$ cat src/rtl/uart_pkg.sv
// Constants and receiver state encoding shared by the UART transmitter and receiver.
package uart_pkg;

    localparam int unsigned BAUD_DIV_DEF   = 16;
    localparam int unsigned DATA_WIDTH_DEF = 8;

    typedef enum logic [1:0] {
        IDLE,
        START,
        DATA,
        STOP
    } rx_state_t;

endpackage

$ cat src/rtl/uart_rx_core.sv
// 8N1 receiver core: 2-flop line synchronizer, bit-timing FSM and shift register.
module uart_rx_core
    import uart_pkg::*;
#(
    parameter int unsigned BAUD_DIV   = BAUD_DIV_DEF,
    parameter int unsigned DATA_WIDTH = DATA_WIDTH_DEF
) (
    input  logic                  clk,
    input  logic                  rst,
    input  logic                  rx_in,
    output logic [DATA_WIDTH-1:0] rx_byte,
    output logic                  byte_strobe,
    output logic                  stop_ok,
    output logic                  busy
);

    localparam int unsigned CNT_W = $clog2(BAUD_DIV);
    localparam int unsigned IDX_W = $clog2(DATA_WIDTH);

    localparam logic [CNT_W-1:0] HALF_LAST = CNT_W'(BAUD_DIV / 2 - 1);
    localparam logic [CNT_W-1:0] BIT_LAST  = CNT_W'(BAUD_DIV - 1);
    localparam logic [IDX_W-1:0] IDX_LAST  = IDX_W'(DATA_WIDTH - 1);

    rx_state_t             state;
    logic                  rx_m;
    logic                  rx_s;
    logic [CNT_W-1:0]      cnt;
    logic [IDX_W-1:0]      bit_idx;
    logic [DATA_WIDTH-1:0] shreg;

    assign busy = (state != IDLE);

    // Synchronizer resets high so a released reset never looks like a start bit.
    always_ff @(posedge clk or negedge rst) begin
        if (!rst) begin
            rx_m        <= 1'b1;
            rx_s        <= 1'b1;
            state       <= IDLE;
            cnt         <= '0;
            bit_idx     <= '0;
            shreg       <= '0;
            rx_byte     <= '0;
            byte_strobe <= 1'b0;
            stop_ok     <= 1'b0;
        end else begin
            rx_m        <= rx_in;
            rx_s        <= rx_m;
            byte_strobe <= 1'b0;
            case (state)
                IDLE: begin
                    if (!rx_s) begin
                        state <= START;
                        cnt   <= '0;
                    end
                end
                START: begin
                    if (cnt == HALF_LAST) begin
                        cnt     <= '0;
                        bit_idx <= '0;
                        state   <= rx_s ? IDLE : DATA;
                    end else begin
                        cnt <= cnt + CNT_W'(1);
                    end
                end
                DATA: begin
                    if (cnt == BIT_LAST) begin
                        cnt            <= '0;
                        shreg[bit_idx] <= rx_s;
                        if (bit_idx == IDX_LAST) begin
                            state <= STOP;
                        end else begin
                            bit_idx <= bit_idx + IDX_W'(1);
                        end
                    end else begin
                        cnt <= cnt + CNT_W'(1);
                    end
                end
                STOP: begin
                    if (cnt == BIT_LAST) begin
                        cnt         <= '0;
                        byte_strobe <= 1'b1;
                        stop_ok     <= rx_s;
                        rx_byte     <= shreg;
                        state       <= IDLE;
                    end else begin
                        cnt <= cnt + CNT_W'(1);
                    end
                end
                default: state <= IDLE;
            endcase
        end
    end

endmodule

$ cat src/rtl/uart_rx_depacketizer.sv
// UART receive path: rx core feeding a receive FIFO, with framing and overrun pulses.
module uart_rx_depacketizer
    import uart_pkg::*;
#(
    parameter int unsigned BAUD_DIV   = BAUD_DIV_DEF,
    parameter int unsigned DATA_WIDTH = DATA_WIDTH_DEF,
    parameter int unsigned FIFO_DEPTH = 16,
    parameter int unsigned ADDR_WIDTH = 4
) (
    input  logic                  clk,
    input  logic                  rst,
    input  logic                  rx_in,
    input  logic                  rd_en,
    output logic [DATA_WIDTH-1:0] data_out,
    output logic                  data_valid,
    output logic                  fifo_full,
    output logic                  fifo_empty,
    output logic                  rx_busy,
    output logic                  frame_err,
    output logic                  overrun
);

    typedef logic [ADDR_WIDTH:0] count_t;

    logic [DATA_WIDTH-1:0] rx_byte;
    logic                  byte_strobe;
    logic                  stop_ok;
    logic [DATA_WIDTH-1:0] mem [FIFO_DEPTH];
    logic [ADDR_WIDTH-1:0] wr_ptr;
    logic [ADDR_WIDTH-1:0] rd_ptr;
    count_t                count;
    logic                  good;
    logic                  push;
    logic                  pop;

    uart_rx_core #(
        .BAUD_DIV   (BAUD_DIV),
        .DATA_WIDTH (DATA_WIDTH)
    ) u_core (
        .clk         (clk),
        .rst         (rst),
        .rx_in       (rx_in),
        .rx_byte     (rx_byte),
        .byte_strobe (byte_strobe),
        .stop_ok     (stop_ok),
        .busy        (rx_busy)
    );

    assign fifo_full  = (count == count_t'(FIFO_DEPTH));
    assign fifo_empty = (count == '0);
    assign pop        = rd_en && !fifo_empty;
    assign good       = byte_strobe && stop_ok;
    // A simultaneous pop frees a slot, so a full FIFO still accepts the byte.
    assign push       = good && (!fifo_full || pop);

    always_ff @(posedge clk) begin
        if (push) begin
            mem[wr_ptr] <= rx_byte;
        end
    end

    always_ff @(posedge clk or negedge rst) begin
        if (!rst) begin
            wr_ptr     <= '0;
            rd_ptr     <= '0;
            count      <= '0;
            data_out   <= '0;
            data_valid <= 1'b0;
            frame_err  <= 1'b0;
            overrun    <= 1'b0;
        end else begin
            data_valid <= pop;
            frame_err  <= byte_strobe && !stop_ok;
            overrun    <= good && !push;
            if (push) begin
                wr_ptr <= wr_ptr + ADDR_WIDTH'(1);
            end
            if (pop) begin
                data_out <= mem[rd_ptr];
                rd_ptr   <= rd_ptr + ADDR_WIDTH'(1);
            end
            case ({push, pop})
                2'b10:   count <= count + count_t'(1);
                2'b01:   count <= count - count_t'(1);
                default: count <= count;
            endcase
        end
    end

endmodule

$ cat config.mk
export PLATFORM = sky130hd
export DESIGN_NAME = uart_rx_depacketizer
export DESIGN_NICKNAME = d
export VERILOG_FILES = /design/src/rtl/uart_pkg.sv /design/src/rtl/uart_rx_core.sv /design/src/rtl/uart_rx_depacketizer.sv
export SDC_FILE = /design/constraint.sdc
export NUM_CORES = 1
export LEC_CHECK = 0
export CORE_ASPECT_RATIO = 1.75
export CORE_MARGIN = 2
export CORE_UTILIZATION = 40
export DETAILED_ROUTE_END_ITERATION = 8
export GPL_TIMING_DRIVEN = 0
export SLEW_MARGIN = 5
export SYNTH_ARGS = -nofsm -noshare
export SYNTH_HDL_FRONTEND = slang
export SYNTH_SLANG_ARGS = --single-unit
$ cat constraint.sdc
create_clock -name clk -period 2.9 [get_ports clk]
set_input_delay 0.435 -clock clk [delete_from_list [all_inputs] [get_ports clk]]
set_output_delay 0.435 -clock clk [all_outputs]
set_load 0.05 [all_outputs]
======== Word level (Yosys, flattened, before mapping) ========
Memory sizes are Yosys's and may differ from the RTL's. A register that Yosys moved wholly into a read port is not among the register bits.
Index checks and enable logic that the tools add are counted.
operators by class
  add/subtract/negate cells ............... 6
  order comparisons ....................... 2
  equal/unequal tests ..................... 15
  mux-type cells .......................... 23
  reductions and logical operators ........ 22
operators by type and width
  cell                                                                          count
  4-bit by 1-bit adder with 4-bit output, second input constant                 3
  2-bit two-way mux                                                             6
  4-bit two-way mux                                                             3
  4-bit one-hot mux with 3 select lines                                         1
  5-bit one-hot mux with 2 select lines                                         1
  3-bit two-way mux                                                             3
  8-bit bitwise mux                                                             1
  2-bit by 1-bit inequality test with 1-bit output, second input constant       4
  2-bit one-hot mux with 4 select lines                                         1
  2-bit equality test, second input constant                                    3
  1-bit logical AND                                                             6
  3-bit one-hot mux with 2 select lines                                         1
  2-bit nonzero test                                                            3
  5-bit by 1-bit adder with 5-bit output, second input constant                 1
  5-bit equality test, second input constant                                    1
  1-bit zero test                                                               5
  5-bit zero test                                                               1
  1-bit two-way mux                                                             5
  5-bit AND reduction                                                           1
  5-bit by 1-bit subtractor with 5-bit output, second input constant            1
  2-bit by 1-bit equality test with 1-bit output, second input constant         2
  4-bit by 3-bit equality test with 1-bit output, second input constant         1
  4-bit equality test, second input constant                                    1
  3-bit by 4-bit less-than comparator with 1-bit output, second input constant  1
  10 further kinds                                                              12
storage, ports and cells
  register bits after elaboration ......... 45
  bits in writable memories ............... 128
  input port bits ......................... 4
  output and inout port bits .............. 14
  logic and storage cells ................. 84
  memories ................................ 1
memory list
  memory  depth  bits a word  read ports  clocked after Yosys merged registers in  write ports  line                        RTL
  mem     16     8            1           1                                        1            uart_rx_depacketizer.sv:28  logic [DATA_WIDTH-1:0] mem [FIFO_DEPTH];

======== Depth between registers and ports, before layout ========
Gate-level depths: netlist (run 1).
  word-level depth ........................ 7
  depth in mapped cells ................... 9
  mapped depth without buffers ............ 8

======== Modules after synthesis ========
Synthesis (run 1) repeated with hierarchy kept, for this count alone.
second synthesis, totals
  cell total of the unflattened synthesis .. 430
  area, all modules ....................... 7,432.1 sq um
modules (own cells, without submodules)
  module                times used  cells each  area an instance (sq um)  seq. area each (sq um)
  uart_rx_depacketizer  1           321         6,099.6                   4,444.3
  uart_rx_core          1           109         1,332.5                   728.2

======== Worst setup path before layout (run 1) ========
Ideal clock, no wire load.
  path kind ............................... register -> register
  start ................................... register count[1]
  end ..................................... register count[4]
  setup time .............................. 0.130 ns
  data arrival time ....................... 2.581 ns
  data required time ...................... 2.770 ns
  slack ................................... 0.189 ns
  stages on the path, launching flop included .. 10
  path buffers ............................ 1
  period minus slack after synthesis ...... 2.711 ns
  cells stage by stage .................... dfrtp_1 > or4_4 > o21ai_4 > buf_2 > nor2_1 > fa_1 > a21o_1 > a2111o_1 > o211ai_1 > nand3_1
between the ends
  cells in the longest elaborated chain, start to end .. 7
  elaborated cells between the ends (all ways) .. 13
  those cells by class .................... 2 x add/sub; 3 x eq/ne; 1 x mux; 7 x reduce/logical
ends and longest elaborated chain
  element                                                                                       line                        RTL
  from (decl)                                                                                   uart_rx_depacketizer.sv:31  count_t count;
  from (signal assigned)                                                                        uart_rx_depacketizer.sv:83  2'b10: count <= count + count_t'(1);
  from (signal assigned)                                                                        uart_rx_depacketizer.sv:84  2'b01: count <= count - count_t'(1);
  from (signal assigned)                                                                        uart_rx_depacketizer.sv:85  default: count <= count;
  5-bit zero test                                                                               uart_rx_depacketizer.sv:50  assign fifo_empty = (count == '0);
  1-bit zero test                                                                               uart_rx_depacketizer.sv:51  assign pop = rd_en && !fifo_empty;
  1-bit logical AND                                                                             uart_rx_depacketizer.sv:51
  1-bit logical OR                                                                              uart_rx_depacketizer.sv:54  assign push = good && (!fifo_full || pop);
  1-bit logical AND                                                                             uart_rx_depacketizer.sv:54
  2-bit by 1-bit equality test with 1-bit output / 2-bit equality test (equally long branches)  uart_rx_depacketizer.sv:82  case ({push, pop})
  5-bit one-hot mux with 2 select lines / 2-bit nonzero test (equally long branches)            --
Several ways; a longest one is shown, not always the timed one.
A chain may end at the register's enable or synchronous reset.

======== Final worst setup path (run 1) ========
  start ................................... register count[0]
  end ..................................... output port fifo_full
between the ends
  cells in the longest elaborated chain, start to end .. 1
ends and longest elaborated chain
  element              line                        RTL
  5-bit equality test  uart_rx_depacketizer.sv:49  assign fifo_full = (count == count_t'(FIFO_DEPTH));
  to (decl)            uart_rx_depacketizer.sv:16  output logic fifo_full,
No other way between the ends.

==> impl_results.html, run 1 <==
<table>
<tr><th>Metric</th><th>Value</th></tr>
<tr><th colspan="2">Run status</th></tr>
<tr><td>Run status</td><td>finished clean</td></tr>
<tr><th colspan="2">Critical path</th></tr>
<tr><td>Worst path cell trace</td><td>nor4_1, and2_1, clkdlybuf4s50_1</td></tr>
<tr><td>Data required time of the worst path</td><td>between 2000 and 2500 ps</td></tr>
<tr><td>Critical Setup Path Class</td><td>flip-flop to output pin</td></tr>
<tr><td>Worst r2r dst</td><td>count[4]$_DFFE_PN0P_</td></tr>
<tr><td>Depth of the worst register-to-register path</td><td>9</td></tr>
<tr><td>Cell at the slowest stage of the critical path</td><td>sky130_fd_sc_hd__clkdlybuf4s50_1</td></tr>
<tr><td>Data arrival time at the worst-slack endpoint</td><td>about 2400 ps</td></tr>
<tr><td>Maximum single-stage delay on the critical path</td><td>roughly 800 ps</td></tr>
<tr><td>Worst Setup Start Kind</td><td>flip-flop</td></tr>
<tr><td>Biggest fanout along the worst timing path</td><td>5</td></tr>
<tr><td>Kind of end point of the critical path</td><td>output pin</td></tr>
<tr><td>R2R Setup Slk</td><td>approximately 140 ps</td></tr>
<tr><td>Worst r2r src</td><td>count[0]$_DFFE_PN0P_</td></tr>
<tr><th colspan="2">Yosys</th></tr>
<tr><td>Count of different cell masters after synthesis</td><td>between 40 and 50</td></tr>
<tr><td>Synthesized flop and latch total</td><td>181</td></tr>
<tr><td>Cells taking the most area after synthesis</td><td>sky130_fd_sc_hd__edfxtp_1, sky130_fd_sc_hd__dfrtp_1, sky130_fd_sc_hd__mux4_2</td></tr>
<tr><td>Net count of the mapped netlist</td><td>between 400 and 500</td></tr>
<tr><td>Area of the mapped netlist</td><td>between 7000 and 8000 µm²</td></tr>
<tr><td>Sequential area share after synthesis</td><td>around 70%</td></tr>
<tr><td>Most instantiated library cell after synthesis</td><td>sky130_fd_sc_hd__edfxtp_1</td></tr>
<tr><td>Count of warnings emitted by yosys</td><td>0</td></tr>
<tr><td>Top cell type by total area after synthesis</td><td>sky130_fd_sc_hd__edfxtp_1</td></tr>
<tr><td>Mean cell area of the mapped netlist</td><td>17.7 µm²</td></tr>
<tr><td>Share of async-settable or async-resettable flops after synthesis</td><td>~30%</td></tr>
<tr><td>Proportion of netlist area held by the largest area contributor</td><td>approximately 52%</td></tr>
<tr><td>Most frequent cells after synthesis</td><td>sky130_fd_sc_hd__edfxtp_1, sky130_fd_sc_hd__dfrtp_1, sky130_fd_sc_hd__mux4_2, sky130_fd_sc_hd__mux2_2, sky130_fd_sc_hd__nand2_1</td></tr>
<tr><td>Top_reg_cell synth</td><td>sky130_fd_sc_hd__edfxtp_1</td></tr>
<tr><td>Post-Synthesis Cells</td><td>between 400 and 500</td></tr>
<tr><td>Post-synth EDFFs</td><td>128</td></tr>
<tr><th colspan="2">Clocking</th></tr>
<tr><td>Clock buffers created by TritonCTS</td><td>17</td></tr>
<tr><td>Clk_lat worst skew</td><td>around 420 ps</td></tr>
<tr><td>Maximum count of clock buffers along a single path</td><td>2</td></tr>
<tr><td>Reg clk slew, reported paths</td><td>about 70 ps</td></tr>
<tr><td>CTS root buffer</td><td>sky130_fd_sc_hd__clkbuf_16</td></tr>
<tr><td>Hold buffer count at cts</td><td>0</td></tr>
<tr><td># H-tree levels</td><td>4</td></tr>
<tr><td>Clock tree from TritonCTS</td><td>built</td></tr>
<tr><td>Clock tree sinks</td><td>approximately 180</td></tr>
<tr><th colspan="2">Job</th></tr>
<tr><td>MaxCap Viol Count</td><td>0</td></tr>
<tr><th colspan="2">Power and ir drop</th></tr>
<tr><td>Leakage power total</td><td>between 3 and 4 nW</td></tr>
<tr><td>Power, Total</td><td>approximately 6.9 mW</td></tr>
<tr><td>Cell area power density</td><td>approximately 820 nW/µm²</td></tr>
<tr><td>VDD IR max</td><td>roughly 0.43 mV</td></tr>
<tr><th colspan="2">Timing</th></tr>
<tr><td>Skew final</td><td>~6 ps</td></tr>
<tr><td>Final critical-path required period</td><td>around 2800 ps</td></tr>
<tr><td>Transition at the pin with the smallest max-transition slack</td><td>977 ps</td></tr>
<tr><td>Period utilisation layout</td><td>96.7%</td></tr>
<tr><td>Worst slew margin relative to its limit</td><td>roughly a third</td></tr>
<tr><td>Final hold viol count</td><td>0</td></tr>
<tr><td>Number of pins exceeding their max-slew limit in the final report</td><td>0</td></tr>
<tr><td>Maximum clock rate</td><td>357 MHz</td></tr>
<tr><td>Total of endpoints with negative setup slack in the final report</td><td>0</td></tr>
<tr><td>Setup WS post-layout</td><td>between 90 and 100 ps</td></tr>
<tr><td>Unrepaired setup endpoints after global routing</td><td>yes</td></tr>
<tr><th colspan="2">Drt</th></tr>
<tr><td>Wirelength, routed</td><td>roughly 14000 µm</td></tr>
<tr><td>Post-route antenna net violation count</td><td>0</td></tr>
<tr><td>Vias after detailed routing</td><td>~3600</td></tr>
<tr><td>Post-DR wirelength/cell</td><td>around 19 µm</td></tr>
<tr><td>Post-DR vias/cell</td><td>between 5 and 6</td></tr>
<tr><td>Drc violations</td><td>0</td></tr>
<tr><td>Detailed Routing Iterations Pass 1</td><td>4</td></tr>
<tr><td>DR iter-0 viols</td><td>around 180</td></tr>
<tr><th colspan="2">GRT</th></tr>
<tr><td>Total overflow reported by the global router</td><td>0</td></tr>
<tr><td>Largest net degree at the start of global routing</td><td>35</td></tr>
<tr><td>First-pass GRT wire length</td><td>around 22000 µm</td></tr>
<tr><td>Number of antenna violations at the first check in global routing</td><td>0</td></tr>
<tr><td>Met2 track utilization from global routing</td><td>30.5%</td></tr>
<tr><td>Most used routing layer</td><td>met2</td></tr>
<tr><td>Tot GR Track Use</td><td>between 10% and 20%</td></tr>
<tr><td>Met3 routing resource usage after global routing</td><td>between 2 and 3%</td></tr>
<tr><td>Via count of the first global-routing pass</td><td>between 3000 and 4000</td></tr>
<tr><td>Routing usage on met1</td><td>approximately 15%</td></tr>
<tr><th colspan="2">Floorplan</th></tr>
<tr><td>Width of the die</td><td>roughly 110 µm</td></tr>
<tr><td>Full die area</td><td>about 20000 µm²</td></tr>
<tr><td>Cell Rows</td><td>65</td></tr>
<tr><td>Effective utilization at floorplan</td><td>40.8%</td></tr>
<tr><td>Num ports</td><td>18</td></tr>
<tr><td>Vertical die dimension</td><td>184 µm</td></tr>
<tr><td>Standard cell core area</td><td>roughly 18000 µm²</td></tr>
<tr><th colspan="2">Layout</th></tr>
<tr><td>Design area</td><td>roughly 8500 µm²</td></tr>
<tr><td>Fraction of layout instances using a drive strength above 1</td><td>23.0%</td></tr>
<tr><td>Relative area change from synthesis to final layout</td><td>15.1%</td></tr>
<tr><td>Final core area utilization</td><td>between 40% and 50%</td></tr>
<tr><td>Final nets</td><td>approximately 470</td></tr>
<tr><td>Number of diodes added for antenna fixing</td><td>0</td></tr>
<tr><th colspan="2">Place</th></tr>
<tr><td>Global placement routability congestion</td><td>between 0.7 and 0.8</td></tr>
<tr><td>Cell area after placement</td><td>approximately 7800 µm²</td></tr>
<tr><td>Number of input and output port buffers inserted</td><td>17</td></tr>
<tr><td>Post-Place Setup Slack</td><td>-311 ps</td></tr>
<tr><td>HPWL after DPL</td><td>around 10000 µm</td></tr>
<tr><th colspan="2">Worst hold path</th></tr>
<tr><td>Type of the most critical hold path</td><td>primary input to async pin</td></tr>
</table>
## stage by stage
| step | hold WS (ps) | setup TNS (ps) | std cells |
|---|---|---|---|
| floorplan | 139 | 0 | 416 |
| global placement | 347 | -33690 | 667 |
| detailed placement | 348 | -12290 | 668 |
| CTS | 7.81 | 0 | 702 |
| global route | 22.9 | -719 | 703 |
| finish | 3.71 | 0 | 703 |
## state kept, by name, indices dropped and copies added, names as in the netlist, named ones only
register            count
mem                   128
data_out                8
u_core.rx_byte          8
u_core.shreg            8
count                   5
rd_ptr                  4
u_core.cnt              4
wr_ptr                  4
u_core.bit_idx          3
data_valid              1
frame_err               1
overrun                 1
u_core.byte_strobe      1
u_core.rx_m             1
u_core.rx_s             1
u_core.state            1
u_core.stop_ok          1
## how the worst max path moves through the flow
stage / startpoint / to / slack, ps / cells past startpoint
6_report: count[0]$_DFFE_PN0P_ / fifo_full / 100 / 3
5_1_grt: rd_en / mem[14][5]$_DFFE_PP_ / -60 / 5
4_1_cts: count[0]$_DFFE_PN0P_ / count[4]$_DFFE_PN0P_ / 1 / 9
3_5_place_dp: rd_en / mem[15][4]$_DFFE_PP_ / -310 / 5
3_3_place_gp: rst / rd_ptr[0]$_DFFE_PN0P_ / -490 / 1
2_1_floorplan: count[1]$_DFFE_PN0P_ / count[4]$_DFFE_PN0P_ / 190 / 9
## cells by family after synthesis
family,Yosys count,share of synthesized area [%]
flops,181,70.2
simple gates,84,5.89
mux,75,16.2
buf+inv,28,1.60
compound gates,25,2.65
fa+ha+maj,12,2.14
xor+xnor,11,1.31
## critical path: cells and delay by family, from the launching register on
family / cells / cell delay [ps]
flip-flops: 1 / 450
AND/OR/NAND/NOR: 2 / 700
buffers and inverters: 1 / 800
## cells in the final DEF (no fill, tap or decap), types with 3 or more instances in the layout
cell,count
sky130_fd_sc_hd__clkinv_4,3
sky130_fd_sc_hd__and3_1,3
sky130_fd_sc_hd__buf_4,4
sky130_fd_sc_hd__clkbuf_1,10
sky130_fd_sc_hd__edfxtp_1,128
sky130_fd_sc_hd__nor2_1,13
sky130_fd_sc_hd__inv_1,10
sky130_fd_sc_hd__nand3_1,9
sky130_fd_sc_hd__inv_6,6
sky130_fd_sc_hd__nand2_1,23
sky130_fd_sc_hd__nor3_1,4
sky130_fd_sc_hd__nor3b_1,4
sky130_fd_sc_hd__clkbuf_16,18
sky130_fd_sc_hd__o21ai_0,4
sky130_fd_sc_hd__o221ai_1,7
sky130_fd_sc_hd__xnor2_1,9
sky130_fd_sc_hd__buf_2,7
sky130_fd_sc_hd__mux2i_1,19
sky130_fd_sc_hd__nor2b_1,3
sky130_fd_sc_hd__mux4_2,32
sky130_fd_sc_hd__mux2_2,23
sky130_fd_sc_hd__and2_1,15
sky130_fd_sc_hd__clkdlybuf4s50_1,16
sky130_fd_sc_hd__ha_1,11
sky130_fd_sc_hd__dfrtp_1,50
## metal layers
layer  wire, µm  vias up
met1       4820     1883
met4        237        0
li1           -     1689
met5          0        -
met2       8240       49
met3        299       14
## layout make-up
| class | instances | area [µm²] |
|---|---|---|
| inverters | 11 | 41.3 |
| well taps | 234 | 293 |
| multi-input cells | 207 | 2080 |
| plain buffers | 17 | 86.3 |
| clock inverters | 10 | 109 |
| clock buffers | 22 | 485 |
| repair buffers | 21 | 208 |
| flip-flops and latches | 181 | 5170 |
| fillers | 1550 | 9580 |
## power breakdown
part	internal, mW	switching (mW)	leakage [nW]
Clock	1.30	0.979	0.292
Combinational	0.680	0.964	0.923
Sequential	2.90	0.118	1.86
Total	4.88	2.06	3.08
## what timing repair did
item,CTS,global route
setup endpoints to repair,1,17
resized for setup,4,2
cloned,0,0
buffers inserted,2,1
pin swaps,1,0
(Power assumes the default switching activity.)
==> run 2: changes to the inputs <==
- CAP_MARGIN: default -> 25
- CELL_PAD_IN_SITES_DETAIL_PLACEMENT: default -> 1
- CELL_PAD_IN_SITES_GLOBAL_PLACEMENT: default -> 2
- PLACE_DENSITY_LB_ADDON: default -> 0.1
==> impl_results.html, run 2 (synthesized netlist as in run 1, its figures left out) <==
<table>
<tr><th>Metric</th><th>Value</th></tr>
<tr><th colspan="2">Run status</th></tr>
<tr><td>Run status</td><td>finished clean</td></tr>
<tr><th colspan="2">Floorplan</th></tr>
<tr><td>Standard cell core area</td><td>about 18000 µm²</td></tr>
<tr><td>Full die area</td><td>19600 µm²</td></tr>
<tr><td>Width of the die</td><td>about 110 µm</td></tr>
<tr><td>Effective utilization at floorplan</td><td>about two fifths</td></tr>
<tr><td>Vertical die dimension</td><td>~180 µm</td></tr>
<tr><td>Cell Rows</td><td>between 60 and 70</td></tr>
<tr><td>Num ports</td><td>18</td></tr>
<tr><th colspan="2">Layout</th></tr>
<tr><td>Largest register by flop count</td><td>mem</td></tr>
<tr><td>Number of diodes added for antenna fixing</td><td>0</td></tr>
<tr><td>Final nets</td><td>approximately 470</td></tr>
<tr><td>Filler Cell Count</td><td>roughly 1700</td></tr>
<tr><td>Top library cells by usage in the layout, fill and taps aside</td><td>sky130_fd_sc_hd__edfxtp_1, sky130_fd_sc_hd__dfrtp_1, sky130_fd_sc_hd__mux4_2</td></tr>
<tr><td>Design area</td><td>around 8500 µm²</td></tr>
<tr><td>Final core area utilization</td><td>between 40% and 50%</td></tr>
<tr><td>Relative area change from synthesis to final layout</td><td>15.0%</td></tr>
<tr><td>Flip-flop count of the largest register, all copies and words added</td><td>128</td></tr>
<tr><td>Fraction of layout instances using a drive strength above 1</td><td>a little under a quarter</td></tr>
<tr><td>Most common cell after layout, fill and taps aside</td><td>sky130_fd_sc_hd__edfxtp_1</td></tr>
<tr><th colspan="2">Drt</th></tr>
<tr><td>Vias after detailed routing</td><td>~3700</td></tr>
<tr><td>Post-DR vias/cell</td><td>approximately 5.2</td></tr>
<tr><td>Post-DR wirelength/cell</td><td>approximately 22 µm</td></tr>
<tr><td>Post-route antenna net violation count</td><td>0</td></tr>
<tr><td>DR iter-0 viols</td><td>180</td></tr>
<tr><td>Wirelength, routed</td><td>approximately 15000 µm</td></tr>
<tr><td>Drc violations</td><td>0</td></tr>
<tr><td>Detailed Routing Iterations Pass 1</td><td>4</td></tr>
<tr><th colspan="2">Place</th></tr>
<tr><td>Post-Place Setup Slack</td><td>-183 ps</td></tr>
<tr><td>Number of input and output port buffers inserted</td><td>17</td></tr>
<tr><td>HPWL after DPL</td><td>10800 µm</td></tr>
<tr><td>Global placement routability congestion</td><td>roughly 0.73</td></tr>
<tr><td>Cell area after placement</td><td>7830 µm²</td></tr>
<tr><th colspan="2">Timing</th></tr>
<tr><td>Final hold viol count</td><td>0</td></tr>
<tr><td>Worst slew margin relative to its limit</td><td>a little over a quarter</td></tr>
<tr><td>Setup WS post-layout</td><td>71.9 ps</td></tr>
<tr><td>Maximum clock rate</td><td>354 MHz</td></tr>
<tr><td>Period utilisation layout</td><td>97.5%</td></tr>
<tr><td>Setup_tns</td><td>0 ps</td></tr>
<tr><td>Total of endpoints with negative setup slack in the final report</td><td>0</td></tr>
<tr><td>Unrepaired setup endpoints after global routing</td><td>no</td></tr>
<tr><td>Transition at the pin with the smallest max-transition slack</td><td>1090 ps</td></tr>
<tr><td>Final critical-path required period</td><td>about 2800 ps</td></tr>
<tr><td>Skew final</td><td>approximately 12 ps</td></tr>
<tr><td>Number of pins exceeding their max-slew limit in the final report</td><td>0</td></tr>
<tr><th colspan="2">Critical path</th></tr>
<tr><td>Critical Setup Path Class</td><td>flip-flop to output pin</td></tr>
<tr><td>Cell at the slowest stage of the critical path</td><td>sky130_fd_sc_hd__clkdlybuf4s50_1</td></tr>
<tr><td>Buffers plus inverters on the worst setup path</td><td>1</td></tr>
<tr><td>Worst r2r dst</td><td>count[4]$_DFFE_PN0P_</td></tr>
<tr><td>R2R Setup Slk</td><td>between 150 and 200 ps</td></tr>
<tr><td>Maximum single-stage delay on the critical path</td><td>roughly 810 ps</td></tr>
<tr><td>Data arrival time at the worst-slack endpoint</td><td>between 2000 and 2500 ps</td></tr>
<tr><td>Worst path cell trace</td><td>or4_4, nor2_1, clkdlybuf4s50_1</td></tr>
<tr><td>Worst Setup Start Kind</td><td>flip-flop</td></tr>
<tr><td>Biggest fanout along the worst timing path</td><td>5</td></tr>
<tr><td>Depth of the worst register-to-register path</td><td>9</td></tr>
<tr><td>Kind of end point of the critical path</td><td>output pin</td></tr>
<tr><td>Cell family with most CP delay</td><td>buffers and inverters</td></tr>
<tr><td>Data required time of the worst path</td><td>between 2000 and 2500 ps</td></tr>
<tr><td>Worst r2r src</td><td>count[1]$_DFFE_PN0P_</td></tr>
<tr><th colspan="2">Job</th></tr>
<tr><td>MaxCap Viol Count</td><td>0</td></tr>
<tr><th colspan="2">Clocking</th></tr>
<tr><td># H-tree levels</td><td>4</td></tr>
<tr><td>Clock buffers created by TritonCTS</td><td>17</td></tr>
<tr><td>Reg clk slew, reported paths</td><td>around 70 ps</td></tr>
<tr><td>CTS root buffer</td><td>sky130_fd_sc_hd__clkbuf_16</td></tr>
<tr><td>Hold buffer count at cts</td><td>0</td></tr>
<tr><td>Clk_lat worst skew</td><td>approximately 440 ps</td></tr>
<tr><td>Maximum count of clock buffers along a single path</td><td>2</td></tr>
<tr><td>Clock tree sinks</td><td>between 150 and 200</td></tr>
<tr><td>Clock tree from TritonCTS</td><td>built</td></tr>
<tr><th colspan="2">GRT</th></tr>
<tr><td>Number of antenna violations at the first check in global routing</td><td>0</td></tr>
<tr><td>Total overflow reported by the global router</td><td>0</td></tr>
<tr><td>Via count of the first global-routing pass</td><td>4215</td></tr>
<tr><td>First-pass GRT wire length</td><td>approximately 24000 µm</td></tr>
<tr><td>Largest net degree at the start of global routing</td><td>54</td></tr>
<tr><td>Tot GR Track Use</td><td>around 17%</td></tr>
<tr><th colspan="2">Power and ir drop</th></tr>
<tr><td>VDD IR max</td><td>around 0.4 mV</td></tr>
<tr><td>Leakage power total</td><td>between 3 and 4 nW</td></tr>
<tr><td>Cell area power density</td><td>827 nW/µm²</td></tr>
<tr><th colspan="2">Worst hold path</th></tr>
<tr><td>Type of the most critical hold path</td><td>primary input to async pin</td></tr>
</table>
## run 2: cell types whose count changed in the layout (fill, tap and decap cells not counted), sizes merged
cell | previous run | this run
inv | 17 | 21
bufinv | 1 | 0
clkdlybuf4s50 | 16 | 15
clkbuf | 30 | 29
clkinv | 3 | 1
dlygate4sd2 | 0 | 1
## run 2: layer usage
| metal | routed length [µm] | GRT usage (%) | vias to the layer above |
|---|---|---|---|
| met5 | 0 | 0 | - |
| met4 | 249 | 5.97 | 0 |
| met3 | 295 | 3.62 | 18 |
| met2 | 9040 | 32.9 | 36 |
| met1 | 5720 | 18.2 | 1943 |
| li1 | - | - | 1691 |
## run 2: worst max-delay path by stage
stage,from,endpoint,slack (ps),depth (start not counted)
after floorplan,count[1]$_DFFE_PN0P_,count[4]$_DFFE_PN0P_,190,9
after global placement,rd_en,mem[15][6]$_DFFE_PP_,-740,5
after detailed placement,count[0]$_DFFE_PN0P_,count[4]$_DFFE_PN0P_,-180,9
after CTS,count[1]$_DFFE_PN0P_,count[4]$_DFFE_PN0P_,2,9
after global routing,count[1]$_DFFE_PN0P_,fifo_empty,2,3
final,count[1]$_DFFE_PN0P_,fifo_empty,70,3
## run 2: through the flow
step | power [mW] | hold WS [ps] | std cells
after CTS | 7.08 | 93.4 | 701
after floorplan | 4.26 | 139 | 416
after detailed placement | 4.75 | 347 | 668
after global routing | 7.35 | 107 | 703
after global placement | 4.72 | 351 | 667
final | 7.00 | 60.0 | 703
## run 2: final cells by class
class	count	area (µm²)	share of cell area (%)
repair buffers	21	196	2.32
flip-flops and latches	181	5170	61.1
inverters	11	41.3	0.487
clock buffers	21	503	5.94
multi-input cells	207	2080	24.5
clock inverters	11	98.8	1.17
well taps	234	293	3.46
plain buffers	17	86.3	1.02
## run 2: where the power goes
part / total (mW) / internal, mW / switching (mW)
logic: 1.66 / 0.673 / 0.983
registers: 3.03 / 2.90 / 0.124
clock network: 2.32 / 1.28 / 1.04
## run 2: what timing repair did
action / in CTS / in global routing
setup buffers: 1 / 2
pin swaps: 1 / 1
gates cloned: 0 / 0
endpoints found under the setup margin: 2 / 2
gates resized for setup: 4 / 3
==> run 3: changes to the inputs <==
- CORE_UTILIZATION: 40 -> 43
==> impl_results.html, run 3 (synthesized netlist as in run 1, its figures left out) <==
<table>
<tr><th>Metric</th><th>Value</th></tr>
<tr><th colspan="2">Layout</th></tr>
<tr><td>Top library cells by usage in the layout, fill and taps aside</td><td>sky130_fd_sc_hd__edfxtp_1, sky130_fd_sc_hd__dfrtp_1, sky130_fd_sc_hd__mux4_2</td></tr>
<tr><td>Most common cell after layout, fill and taps aside</td><td>sky130_fd_sc_hd__edfxtp_1</td></tr>
<tr><td>Number of diodes added for antenna fixing</td><td>0</td></tr>
<tr><td>Register cell area after layout</td><td>just over 5000 µm²</td></tr>
<tr><td>Final nets</td><td>471</td></tr>
<tr><td>Relative area change from synthesis to final layout</td><td>14.6%</td></tr>
<tr><td>Flip-flop count of the largest register, all copies and words added</td><td>around 130</td></tr>
<tr><td>Area of the multi-input gates</td><td>around 2100 µm²</td></tr>
<tr><td>Filler Cell Count</td><td>about 1600</td></tr>
<tr><td>Final cell count without fillers</td><td>695</td></tr>
<tr><td>Fraction of layout instances using a drive strength above 1</td><td>between 20% and 30%</td></tr>
<tr><td>Largest register by flop count</td><td>mem</td></tr>
<tr><th colspan="2">Clocking</th></tr>
<tr><td>Clock tree from TritonCTS</td><td>built</td></tr>
<tr><td>Reg clk slew, reported paths</td><td>~60 ps</td></tr>
<tr><td>Clock tree sinks</td><td>between 150 and 200</td></tr>
<tr><td># H-tree levels</td><td>4</td></tr>
<tr><td>Clk_lat worst skew</td><td>approximately 420 ps</td></tr>
<tr><td>Maximum count of clock buffers along a single path</td><td>2</td></tr>
<tr><td>CTS root buffer</td><td>sky130_fd_sc_hd__clkbuf_16</td></tr>
<tr><td>Clock buffers created by TritonCTS</td><td>17</td></tr>
<tr><th colspan="2">Power and ir drop</th></tr>
<tr><td>Register share of total power</td><td>roughly 44%</td></tr>
<tr><td>VDD IR max</td><td>about 0.36 mV</td></tr>
<tr><td>Leakage power total</td><td>3.07 nW</td></tr>
<tr><td>Clk pwr share</td><td>approximately a third</td></tr>
<tr><td>Gate power share</td><td>a little under a quarter</td></tr>
<tr><td>Power, Total</td><td>approximately 7 mW</td></tr>
<tr><td>Cell area power density</td><td>a little over 800 nW/µm²</td></tr>
<tr><td>Switching portion of total power</td><td>29.2%</td></tr>
<tr><td>Total internal power</td><td>between 4 and 5 mW</td></tr>
<tr><td>Switching power</td><td>between 1.5 and 2 mW</td></tr>
<tr><th colspan="2">Timing</th></tr>
<tr><td>Final critical-path required period</td><td>around 2800 ps</td></tr>
<tr><td>Maximum clock rate</td><td>about 350 MHz</td></tr>
<tr><td>Transition at the pin with the smallest max-transition slack</td><td>between 800 and 900 ps</td></tr>
<tr><td>Total of endpoints with negative setup slack in the final report</td><td>0</td></tr>
<tr><td>Skew final</td><td>just under 7 ps</td></tr>
<tr><td>Setup WS post-layout</td><td>between 60 and 70 ps</td></tr>
<tr><td>Setup_tns</td><td>0 ps</td></tr>
<tr><td>Worst slew margin relative to its limit</td><td>around two fifths</td></tr>
<tr><td>Final hold viol count</td><td>0</td></tr>
<tr><td>Period utilisation layout</td><td>a little over nine tenths</td></tr>
<tr><td>Unrepaired setup endpoints after global routing</td><td>yes</td></tr>
<tr><td>Number of pins exceeding their max-slew limit in the final report</td><td>0</td></tr>
<tr><th colspan="2">Job</th></tr>
<tr><td>MaxCap Viol Count</td><td>0</td></tr>
<tr><th colspan="2">GRT</th></tr>
<tr><td>Number of antenna violations at the first check in global routing</td><td>0</td></tr>
<tr><td>Total overflow reported by the global router</td><td>0</td></tr>
<tr><td>Tot GR Track Use</td><td>18.7%</td></tr>
<tr><td>First-pass GRT wire length</td><td>approximately 24000 µm</td></tr>
<tr><td>Largest net degree at the start of global routing</td><td>38</td></tr>
<tr><td>Via count of the first global-routing pass</td><td>4130</td></tr>
<tr><th colspan="2">Place</th></tr>
<tr><td>Number of input and output port buffers inserted</td><td>17</td></tr>
<tr><td>Post-Place Setup Slack</td><td>-372 ps</td></tr>
<tr><td>Number of cells in the design after placement</td><td>between 600 and 700</td></tr>
<tr><td>HPWL after DPL</td><td>approximately 11000 µm</td></tr>
<tr><td>Global placement routability congestion</td><td>roughly 0.77</td></tr>
<tr><th colspan="2">Critical path</th></tr>
<tr><td>Critical Setup Path Class</td><td>flip-flop to flip-flop</td></tr>
<tr><td>Data arrival time at the worst-slack endpoint</td><td>between 3000 and 4000 ps</td></tr>
<tr><td>Worst r2r src</td><td>count[0]$_DFFE_PN0P_</td></tr>
<tr><td>Worst Setup Start Kind</td><td>flip-flop</td></tr>
<tr><td>R2R Setup Slk</td><td>just over 60 ps</td></tr>
<tr><td>Launching instance or port of the critical path</td><td>count[0]$_DFFE_PN0P_</td></tr>
<tr><td>Data required time of the worst path</td><td>between 3000 and 4000 ps</td></tr>
<tr><td>Kind of end point of the critical path</td><td>flip-flop</td></tr>
<tr><td>Worst r2r dst</td><td>count[4]$_DFFE_PN0P_</td></tr>
<tr><td>Depth of the worst register-to-register path</td><td>9</td></tr>
<tr><td>Worst setup path end</td><td>count[4]$_DFFE_PN0P_</td></tr>
<tr><td>Biggest fanout along the worst timing path</td><td>10</td></tr>
<tr><th colspan="2">Floorplan</th></tr>
<tr><td>Effective utilization at floorplan</td><td>43.7%</td></tr>
<tr><td>Full die area</td><td>roughly 18000 µm²</td></tr>
<tr><td>Width of the die</td><td>between 100 and 150 µm</td></tr>
<tr><td>Vertical die dimension</td><td>approximately 180 µm</td></tr>
<tr><td>Standard cell core area</td><td>16900 µm²</td></tr>
<tr><td>Cell Rows</td><td>between 60 and 70</td></tr>
<tr><td>Num ports</td><td>18</td></tr>
<tr><th colspan="2">Run status</th></tr>
<tr><td>Run status</td><td>finished clean</td></tr>
<tr><th colspan="2">Drt</th></tr>
<tr><td>Post-DR wirelength/cell</td><td>21.9 µm</td></tr>
<tr><td>Wirelength, routed</td><td>roughly 15000 µm</td></tr>
<tr><td>Detailed Routing Iterations Pass 1</td><td>4</td></tr>
<tr><td>Post-route antenna net violation count</td><td>0</td></tr>
<tr><td>Vias after detailed routing</td><td>about 3700</td></tr>
<tr><td>Post-DR vias/cell</td><td>~5.3</td></tr>
<tr><td>Drc violations</td><td>0</td></tr>
<tr><td>DR iter-0 viols</td><td>around 130</td></tr>
<tr><th colspan="2">Worst hold path</th></tr>
<tr><td>Type of the most critical hold path</td><td>flip-flop to flip-flop</td></tr>
</table>
[run 3: stage by stage]
stage,util (%),instance area (µm²),hold WS [ps]
2_1_floorplan,-,7370,139
3_3_place_gp,46.4,7820,349
3_5_place_dp,46.4,7840,350
4_1_cts,49.9,8410,360
5_1_grt,50.0,8440,365
6_report,50.0,8440,358
[run 3: final cells by class]
class | instances | share of cell area (%)
sequential | 181 | 61.3
multi-input combinational | 207 | 24.8
clock buffer | 29 | 6.05
tap | 227 | 3.37
timing repair buffer | 20 | 2.43
buffer | 17 | 1.02
clock inverter | 3 | 0.504
inverter | 11 | 0.489
[run 3: worst max-delay path: stages (launching register included)]
cell	delay, ps
sky130_fd_sc_hd__dfrtp_1	450
sky130_fd_sc_hd__or4_4	590
sky130_fd_sc_hd__o21ai_4	200
sky130_fd_sc_hd__buf_8	170
sky130_fd_sc_hd__nor2_1	120
sky130_fd_sc_hd__fa_2	400
sky130_fd_sc_hd__a21o_1	200
sky130_fd_sc_hd__a2111o_1	410
sky130_fd_sc_hd__o211ai_1	100
sky130_fd_sc_hd__nand3_1	90
[run 3: worst min-delay path by stage]
stage                               start               endpoint  slack [ps]  depth (start not counted)
CTS                 u_core.rx_m$_DFF_PN1_  u_core.rx_s$_DFF_PN1_         360                          0
global route        u_core.rx_m$_DFF_PN1_  u_core.rx_s$_DFF_PN1_         370                          0
detailed placement  u_core.rx_m$_DFF_PN1_  u_core.rx_s$_DFF_PN1_         350                          0
global placement    u_core.rx_m$_DFF_PN1_  u_core.rx_s$_DFF_PN1_         350                          0
finish              u_core.rx_m$_DFF_PN1_  u_core.rx_s$_DFF_PN1_         360                          0
floorplan                             rst              async pin         140                          0
[run 3: power groups by stage]
stage	clock, mW	combinational, mW	sequential, mW
after floorplan	0	1.03	3.22
final	2.17	1.65	3.03
after detailed placement	0	1.66	3.08
after global routing	2.32	1.80	3.06
after global placement	0	1.64	3.07
after CTS	2.24	1.68	3.03
[run 3: what timing repair did]
item	CTS	global route
endpoints found under the setup margin	1	57
hold endpoints to repair	16	0
gates resized for setup	3	6
hold buffers	1	0
setup buffers	1	0
pin swaps	1	0
[run 3: routing by layer]
metal  vias to the layer above  wire length, µm  track usage [%]
met2                        39             8790             34.8
met1                      1933             5910             20.8
li1                       1677                -                -
met3                        11              332             3.79
met4                         0              202             6.03
met5                         -                0                0
